[src/rtl/interrupt_controller_pkg.sv]
// Shared processor constants: widths, opcodes, vector base and the interrupt FSM state type.
package proc_pkg;

  localparam int unsigned NUM_IRQ  = 4;
  localparam int unsigned IRQ_ID_W = 2;
  localparam int unsigned INS_W    = 20;
  localparam int unsigned OPC_W    = 5;
  localparam int unsigned VEC_W    = 8;

  localparam logic [VEC_W-1:0] VEC_BASE = 8'hF0;

  localparam logic [OPC_W-1:0] OPC_RET = 5'b10000;
  localparam logic [OPC_W-1:0] OPC_JMP = 5'b11000;
  localparam logic [OPC_W-1:0] OPC_JC  = 5'b11100;
  localparam logic [OPC_W-1:0] OPC_JNC = 5'b11101;
  localparam logic [OPC_W-1:0] OPC_JZ  = 5'b11110;
  localparam logic [OPC_W-1:0] OPC_JNZ = 5'b11111;

  typedef enum logic [1:0] {
    ST_IDLE      = 2'd0,
    ST_WAIT_SAFE = 2'd1,
    ST_FIRE      = 2'd2,
    ST_SERVICE   = 2'd3
  } irq_state_e;

  function automatic logic is_ret(input logic [OPC_W-1:0] opc);
    return opc == OPC_RET;
  endfunction

  // All jump-class opcodes share the 2'b11 prefix.
  function automatic logic is_jump(input logic [OPC_W-1:0] opc);
    return opc[OPC_W-1 -: 2] == OPC_JMP[OPC_W-1 -: 2];
  endfunction

endpackage

[src/rtl/interrupt_controller_if.sv]
// Request/mask/pipeline inputs and interrupt outputs between the execute stage and the controller.
interface interrupt_controller_if;
  import proc_pkg::*;

  logic [NUM_IRQ-1:0]  irq_req;
  logic                mask_we;
  logic [NUM_IRQ-1:0]  mask_din;
  logic [INS_W-1:0]    ins;
  logic                pc_mux_sel;
  logic                interrupt;
  logic [IRQ_ID_W-1:0] irq_id;
  logic [VEC_W-1:0]    irq_vector;
  logic                in_service;
  logic [NUM_IRQ-1:0]  pending;

  modport master (
    output irq_req, mask_we, mask_din, ins, pc_mux_sel,
    input  interrupt, irq_id, irq_vector, in_service, pending
  );

  modport slave (
    input  irq_req, mask_we, mask_din, ins, pc_mux_sel,
    output interrupt, irq_id, irq_vector, in_service, pending
  );
endinterface

[src/rtl/interrupt_controller_priority_enc.sv]
// Fixed-priority encoder: lowest set bit of the eligible vector wins.
module irq_priority_enc
  import proc_pkg::*;
(
  input  logic [NUM_IRQ-1:0]  eligible_i,
  output logic [IRQ_ID_W-1:0] idx_o,
  output logic                valid_o
);

  // Scan high to low so the lowest index overwrites last.
  always_comb begin
    idx_o   = '0;
    valid_o = 1'b0;
    for (int i = NUM_IRQ - 1; i >= 0; i--) begin
      if (eligible_i[i]) begin
        idx_o   = IRQ_ID_W'(i);
        valid_o = 1'b1;
      end
    end
  end

endmodule

[src/rtl/interrupt_controller.sv]
// Edge-latched, masked, fixed-priority interrupt controller that fires one pulse
// only when no control transfer is in flight and blocks until the handler's RET.
module interrupt_controller
  import proc_pkg::*;
(
  input  logic                   clk,
  input  logic                   reset,
  interrupt_controller_if.slave  bus
);

  irq_state_e          state_q, state_d;
  logic [NUM_IRQ-1:0]  irq_prev_q;
  logic [NUM_IRQ-1:0]  pending_q, pending_d;
  logic [NUM_IRQ-1:0]  mask_q, mask_d;
  logic [IRQ_ID_W-1:0] irq_id_q, irq_id_d;

  logic [NUM_IRQ-1:0]  edge_c;
  logic [NUM_IRQ-1:0]  clr_c;
  logic [NUM_IRQ-1:0]  eligible_c;
  logic [IRQ_ID_W-1:0] win_idx_c;
  logic                win_valid_c;
  logic [OPC_W-1:0]    opc_c;
  logic                safe_c;
  logic                unused_ins_c;

  assign opc_c        = bus.ins[INS_W-1 -: OPC_W];
  assign unused_ins_c = ^bus.ins[INS_W-OPC_W-1:0];
  assign safe_c       = ~bus.pc_mux_sel & ~is_jump(opc_c) & ~is_ret(opc_c);
  assign edge_c       = bus.irq_req & ~irq_prev_q;
  assign eligible_c   = pending_q & mask_q;

  irq_priority_enc u_prio (
    .eligible_i (eligible_c),
    .idx_o      (win_idx_c),
    .valid_o    (win_valid_c)
  );

  // Next-state, arbitration commit and grant clear.
  always_comb begin
    state_d  = state_q;
    irq_id_d = irq_id_q;
    clr_c    = '0;
    unique case (state_q)
      ST_IDLE: begin
        if (win_valid_c) begin
          irq_id_d = win_idx_c;
          state_d  = ST_WAIT_SAFE;
        end
      end
      ST_WAIT_SAFE: begin
        if (safe_c) state_d = ST_FIRE;
      end
      ST_FIRE: begin
        clr_c   = NUM_IRQ'(1) << irq_id_q;
        state_d = ST_SERVICE;
      end
      ST_SERVICE: begin
        if (is_ret(opc_c)) state_d = ST_IDLE;
      end
      default: state_d = ST_IDLE;
    endcase
  end

  // A fresh edge on the granted line in the FIRE cycle keeps its pending bit.
  assign pending_d = (pending_q & ~clr_c) | edge_c;
  assign mask_d    = bus.mask_we ? bus.mask_din : mask_q;

  always_ff @(posedge clk) begin
    if (reset) begin
      state_q    <= ST_IDLE;
      irq_prev_q <= '0;
      pending_q  <= '0;
      mask_q     <= '0;
      irq_id_q   <= '0;
    end else begin
      state_q    <= state_d;
      irq_prev_q <= bus.irq_req;
      pending_q  <= pending_d;
      mask_q     <= mask_d;
      irq_id_q   <= irq_id_d;
    end
  end

  assign bus.interrupt  = (state_q == ST_FIRE);
  assign bus.in_service = (state_q == ST_FIRE) || (state_q == ST_SERVICE);
  assign bus.irq_id     = irq_id_q;
  assign bus.irq_vector = VEC_BASE | VEC_W'({irq_id_q, 2'b00});
  assign bus.pending    = pending_q;

endmodule

[src/flat_wrapper.sv]
// flat-port wrapper written by rule: the top's interface ports become plain ports
module interrupt_controller_flat import proc_pkg::*;
  (clk, reset, bus_irq_req, bus_mask_we, bus_mask_din, bus_ins, bus_pc_mux_sel, bus_interrupt, bus_irq_id, bus_irq_vector, bus_in_service, bus_pending);
  interrupt_controller_if bus_i ();
  input  logic clk;
  input  logic reset;
  input wire logic [$bits(bus_i.irq_req)-1:0] bus_irq_req;
  input wire logic [$bits(bus_i.mask_we)-1:0] bus_mask_we;
  input wire logic [$bits(bus_i.mask_din)-1:0] bus_mask_din;
  input wire logic [$bits(bus_i.ins)-1:0] bus_ins;
  input wire logic [$bits(bus_i.pc_mux_sel)-1:0] bus_pc_mux_sel;
  output wire logic [$bits(bus_i.interrupt)-1:0] bus_interrupt;
  output wire logic [$bits(bus_i.irq_id)-1:0] bus_irq_id;
  output wire logic [$bits(bus_i.irq_vector)-1:0] bus_irq_vector;
  output wire logic [$bits(bus_i.in_service)-1:0] bus_in_service;
  output wire logic [$bits(bus_i.pending)-1:0] bus_pending;
  assign bus_i.irq_req = bus_irq_req;
  assign bus_i.mask_we = bus_mask_we;
  assign bus_i.mask_din = bus_mask_din;
  assign bus_i.ins = bus_ins;
  assign bus_i.pc_mux_sel = bus_pc_mux_sel;
  assign bus_interrupt = bus_i.interrupt;
  assign bus_irq_id = bus_i.irq_id;
  assign bus_irq_vector = bus_i.irq_vector;
  assign bus_in_service = bus_i.in_service;
  assign bus_pending = bus_i.pending;
  interrupt_controller u_core (.clk(clk), .reset(reset), .bus(bus_i));
endmodule
[config.mk]
export PLATFORM = sky130hd
export DESIGN_NAME = interrupt_controller_flat
export DESIGN_NICKNAME = d
export VERILOG_FILES = /design/src/rtl/interrupt_controller_pkg.sv /design/src/rtl/interrupt_controller_if.sv /design/src/rtl/interrupt_controller_priority_enc.sv /design/src/rtl/interrupt_controller.sv /design/src/flat_wrapper.sv
export SDC_FILE = /design/constraint.sdc
export NUM_CORES = 1
export LEC_CHECK = 0
export ABC_CLOCK_PERIOD_IN_PS = 2600
export BUFFER_PORTS_ARGS = -buffer_cell sky130_fd_sc_hd__buf_2
export CORE_ASPECT_RATIO = 0.8
export CORE_MARGIN = 2
export CORE_UTILIZATION = 45
export CTS_CLUSTER_DIAMETER = 60
export DETAILED_ROUTE_END_ITERATION = 10
export HOLD_SLACK_MARGIN = 0.06
export PLACE_DENSITY = 0.84
export SYNTH_ARGS = -nofsm -noshare
export SYNTH_HDL_FRONTEND = slang
export SYNTH_SLANG_ARGS = --single-unit
[constraint.sdc]
create_clock -name clk -period 2.6 [get_ports clk]
set_input_delay 0.26 -clock clk [delete_from_list [all_inputs] [get_ports clk]]
set_output_delay 0.26 -clock clk [all_outputs]
set_load 0.01 [all_outputs]
; After elaboration in Yosys (flattened, before gate mapping)
; Index checks and enable logic that the tools add are counted.
; Widths: inputs -> output; s select.
[totals]
regBits = 16
latchBits = 0
ram_bits = 0
romBits = 0
in_bits = 32
word_cells = 42
mem_count = 0
[classes]
add_sub_neg = 0
multipliers = 0
div_mod_pow = 0
n_lt_le_gt_ge = 0
n_eq_ne = 8
n_shift = 1
n_mux = 13
n_bitwise = 11
reduce_logical = 4
[ops]
columns = cell, n
row1 = $mux 2, 7
row2 = $and 4x4->4, 3
row3 = $not 4->4, 2
row4 = $pmux 2 s4, 1
row5 = $eq 2x2->1 const B, 3
row6 = $eq 5x5->1 const B, 1
row7 = $mux 1, 4
row8 = $mux 4, 1
row9 = $ne 2x1->1 const B, 2
row10 = $or 4x4->4, 1
row11 = $shl 1x2->4 const A, 1
row12 = $not 1->1, 3
row13 = $reduce_and 3->1, 1
row14 = $and 1x1->1, 2
row15 = $eq 2x1->1 const B, 1
row16 = $logic_not 2->1, 1
row17 = $ne 2x2->1 const B, 1
row18 = $reduce_and 2->1, 1
row19 = $logic_or 1x1->1, 1

; Longest topological paths before layout
[logic_depth]
ltp_word = 7
depth_mapped = 6
mapped_depth_nobuf = 6

; Cells and area by module
; A second synthesis with hierarchy kept.
[unflattened]
hier_cells = 96
area_unflattened_um2 = 844.6
[by_module_without_submodules]
columns = module, n_inst, cells_per_inst, area_per_inst_um2, seq_area_each_um2
row1 = interrupt_controller, 1, 89, 809.5, 320.3
row2 = irq_priority_enc, 1, 7, 35.0, 0.0

; Worst setup path after synthesis
; No wires, ideal clock.
[synth_timing]
kind = input to register
from = input bus_ins[16]
to = register u_core.state_q[0]
setup_time_ns = 0.059
arrival_ns = 1.411
required_ns = 2.541
setup_slack_ns = 1.130
path_stages = 4
path_cell_list = or3_4 o31a_1 or4_1 nand2_1
[synth_between]
elab_chain_len = 5
elab_cells_between_ends = 6
classes_between = eq/ne: 3 / bitwise: 2 / reduce/logical: 1
[synth_lines]
columns = item, line
row1 = "start, declared", flat_wrapper.sv:10  ; input wire logic [$bits(bus_i.ins)-1:0] bus_ins;
row2 = $eq 5x5->1 (*), interrupt_controller_pkg.sv:27  ; return opc == OPC_RET;
row3 = $not 1->1, interrupt_controller.sv:28  ; assign safe_c = ~bus.pc_mux_sel & ~is_jump(opc_c) & ~is_ret(opc_c);
row4 = $and 1x1->1, interrupt_controller.sv:28
row5 = $ne 2x1->1 (no line), n/a
row6 = $reduce_and 3->1 (no line) (*), n/a
row7 = "end signal, assigned", interrupt_controller.sv:76  ; state_q <= state_d;
row8 = "end, declared", interrupt_controller.sv:11  ; irq_state_e state_q, state_d;
; Mark *: on every way between the ends. The rest lies on a longest branch, timed or not.
; A chain may end at the register's enable or synchronous reset.

; Final worst setup path
[layout_timing]
from = register u_core.state_q[0]
to = output bus_in_service
[layout_between]
elab_chain_len = 2
elab_cells_between_ends = 3
classes_between = eq/ne: 2 / reduce/logical: 1
[layout_lines]
columns = item, line
row1 = $eq 2x2->1, interrupt_controller.sv:85  ; assign bus.in_service = (state_q == ST_FIRE) || (state_q == ST_SERVICE);
row2 = $logic_or 1x1->1 (*), interrupt_controller.sv:85
row3 = "end, declared", flat_wrapper.sv:15  ; output wire logic [$bits(bus_i.in_service)-1:0] bus_in_service;
; Marked as above.

==> flow_metrics.py <==
metrics = {
    "grt": {
        "grt_max_degree": 15,
        "antenna_found_initial": 0,
        "grt_pass1_wl_um": 2760,
        "grt-ovfl-total": 0,
        "grt_pass1_vias": 666,
        "gr-usage-all-layers": 0.169,
    },
    "timing": {
        "finalMaxSlewViolations": 0,
        "finalCritPeriodShare": 0.684,
        "skew_ns": 0.00403,
        "timing.final.hold_violations": 0,
        "rsz0062_at_grt": "false",
        "fmax_mhz": 562,
        "timing.final.crit_period_ns": 1.78,
        "setup_viol_count_final": 0,
        "setup_tns_ns": 0,
    },
    "run": {
        "maxCapViolCount": 0,
    },
    "layout": {
        "fill_cells": 159,
        "layout_common_cells": "26 x buf_2, 16 x dfxtp_1, 8 x nor2_1",
        "fin_nets": 152,
        "regArea_um2": 320,
        "syn_to_final_growth_pct": 17.6,
        "stdcell_area_um2": 946,
        "final_common_cell": "buf_2",
        "multi_input_area_um2": 413,
        "final_util": 0.570,
        "fin_cells": 136,
        "num_antenna_cells": 0,
        "drive_gt1_frac": 0.289,
    },
    "place": {
        "dpl.cell_count": 132,
        "dp_hpwl_um": 1270,
        "gp_congestion": 0.845,
        "placed_area_um2": 910,
        "numPortBuffers": 26,
    },
    "yosys": {
        "syn_inst": 90,
        "ys_ff_latch": 16,
        "yosys.cell_types.count": 27,
        "yosysSeqAreaShare": 0.398,
        "avgSynthCellArea_um2": 8.94,
        "yosysWarnings": 0,
        "syn-cell-area_um2": 805,
    },
    "setup_path": {
        "crit_path_cell_trace": "inv_1 > ha_1 > or2_2 > buf_2",
        "crit_type": "flop to output port",
        "cp.required_ns": 2.34,
        "rr_endpoint": "u_core.state_q[1]$_SDFFE_PP0P_",
        "cp_data_arrival_time_ns": 1.52,
        "reg2reg_from": "u_core.state_q[0]$_SDFFE_PP0P_",
        "r2r_slack_ns": 1.04,
        "critical-path-slowest-cell": "dfxtp_1",
        "startpoint_type": "flop",
        "cp_max_fo": 7,
        "max_stage_delay_ns": 0.40,
        "end_kind": "output port",
        "worstRegToRegCells": 5,
    },
    "clocking": {
        "cts_tree": "yes",
        "numCtsBuffers": 3,
        "cts_hold_buf": 0,
        "htree_levels": 1,
        "cts-root-buf": "clkbuf_4",
        "cts_setup_buffers": 0,
        "clock_latency_ns": 0.28,
        "clockBufferDepth": 2,
        "clkTransAtPathRegs_ns": 0.09,
        "ctsResizeCount": 0,
        "numClockSinks": 16,
    },
    "detailed_routing": {
        "drc_errors": 0,
        "vias": 708,
        "ant_nets": 0,
        "avgViaCountPerCell": 5.21,
        "drt-total-wl_um": 1580,
        "drtPass1Iterations": 4,
        "drt-initial-drc-count": 29,
        "wl_per_cell_um": 11.6,
    },
    "floorplan": {
        "dieHeight_um": 41.8,
        "fp.coreArea_um2": 1660,
        "num_rows": 13,
        "die_w_um": 51.3,
        "start_util": 0.485,
        "io_pins": 48,
        "dieArea_um2": 2140,
    },
    "min_path": {
        "holdPathStages": 2,
        "whs_endpoint": "u_core.irq_prev_q[1]$_SDFF_PP0_",
        "hp-start": "bus_irq_req[1]",
        "hold_path_class": "input pin to flop",
    },
    "pwr": {
        "ir_worst_vdd_mv": 0.447,
        "total_power_uw": 609,
        "cellLeakagePower_nw": 0.456,
        "p_per_area_nw_per_um2": 644,
    },
    "run_status": {
        "status": "complete, no violations",
    },
}
==> logic make-up after synthesis <==
kind of cell               share of synthesized area
and+or+nand+nor                                0.188
other                                        0.00933
adders and majority gates                     0.0778
muxes                                         0.0498
AOI/OAI and AO/OA                              0.170
buffers and inverters                          0.107
DFF                                            0.398
==> stage by stage <==
stage	setup WS [ns]	hold WS [ns]
floorplan	1.13	0.332
global placement	1.00	0.470
detailed placement	0.918	0.476
CTS	0.826	0.188
global route	0.740	0.197
finish	0.822	0.195
==> synth_stat cells <==
| library cell | n | area (um^2) |
|---|---|---|
| or4_1 | 1 | 7.51 |
| or2_2 | 1 | 6.26 |
| a32oi_1 | 1 | 8.76 |
| dfxtp_1 | 16 | 320 |
| and2_1 | 1 | 6.26 |
| nand3_1 | 1 | 5.00 |
| o41ai_1 | 1 | 8.76 |
| mux2i_1 | 4 | 40.0 |
| and3_1 | 1 | 6.26 |
| nor2_1 | 8 | 30.0 |
| or3_4 | 1 | 11.3 |
| conb_1 | 2 | 7.51 |
| o311ai_0 | 2 | 17.5 |
| a22oi_1 | 2 | 15.0 |
| o31a_1 | 1 | 8.76 |
| clkbuf_1 | 2 | 7.51 |
| nand2_1 | 4 | 15.0 |
| a21oi_1 | 6 | 30.0 |
| buf_4 | 8 | 60.1 |
| o221a_2 | 1 | 11.3 |
| inv_1 | 5 | 18.8 |
| a2111o_1 | 1 | 11.3 |
| o21ai_0 | 5 | 25.0 |
| ha_1 | 5 | 62.6 |
| nor2b_1 | 6 | 37.5 |
| nand3b_1 | 1 | 7.51 |
| nand2b_1 | 3 | 18.8 |
==> critical path: cells and delay by family (launching register included) <==
family / cells / cell delay (ns)
adder cells (fa/ha/maj): 1 / 0.29
flip-flops: 1 / 0.40
buffers and inverters: 2 / 0.25
AND/OR/NAND/NOR: 1 / 0.31
==> worst max-delay path by stage <==
stage / from / to / slack, ns / depth (start not counted)
floorplan: bus_ins[16] / u_core.state_q[0]$_SDFFE_PP0P_ / 1.13 / 4
finish: u_core.state_q[0]$_SDFFE_PP0P_ / bus_in_service / 0.82 / 4
global route: u_core.state_q[0]$_SDFFE_PP0P_ / bus_in_service / 0.74 / 4
CTS: u_core.state_q[0]$_SDFFE_PP0P_ / bus_in_service / 0.83 / 4
detailed placement: bus_ins[16] / u_core.state_q[1]$_SDFFE_PP0P_ / 0.92 / 5
global placement: bus_ins[16] / u_core.state_q[0]$_SDFFE_PP0P_ / 1.00 / 5
==> cell type report <==
| type | count | share of cell area |
|---|---|---|
| sequential | 16 | 0.339 |
| clock buffer | 4 | 0.0384 |
| inverter | 5 | 0.0198 |
| multi-input combinational | 63 | 0.437 |
| tap | 22 | 0.0291 |
| timing repair buffer | 26 | 0.138 |
==> flip-flops by register name, summed over array words and instances (netlist names) <==
signal / cells
u_core.mask_q: 4
u_core.irq_prev_q: 4
u_core.bus.pending: 4
u_core.state_q: 2
u_core.bus.irq_id: 2
==> power breakdown <==
group | internal, mW | leakage (nW) | switching (mW) | total, mW
Sequential | 0.269 | 0.132 | 0.0224 | 0.291
Combinational | 0.0688 | 0.303 | 0.0918 | 0.161
Clock | 0.0852 | 0.0210 | 0.0725 | 0.158
==> layer usage <==
layer,up-vias,global-route usage,part of all wire
met5,-,0,0
met4,0,0.0895,0.034
met3,8,0.0540,0.066
met2,31,0.288,0.49
met1,326,0.186,0.41
li1,343,-,-
Note: power is estimated with default switching activity, not from simulation.
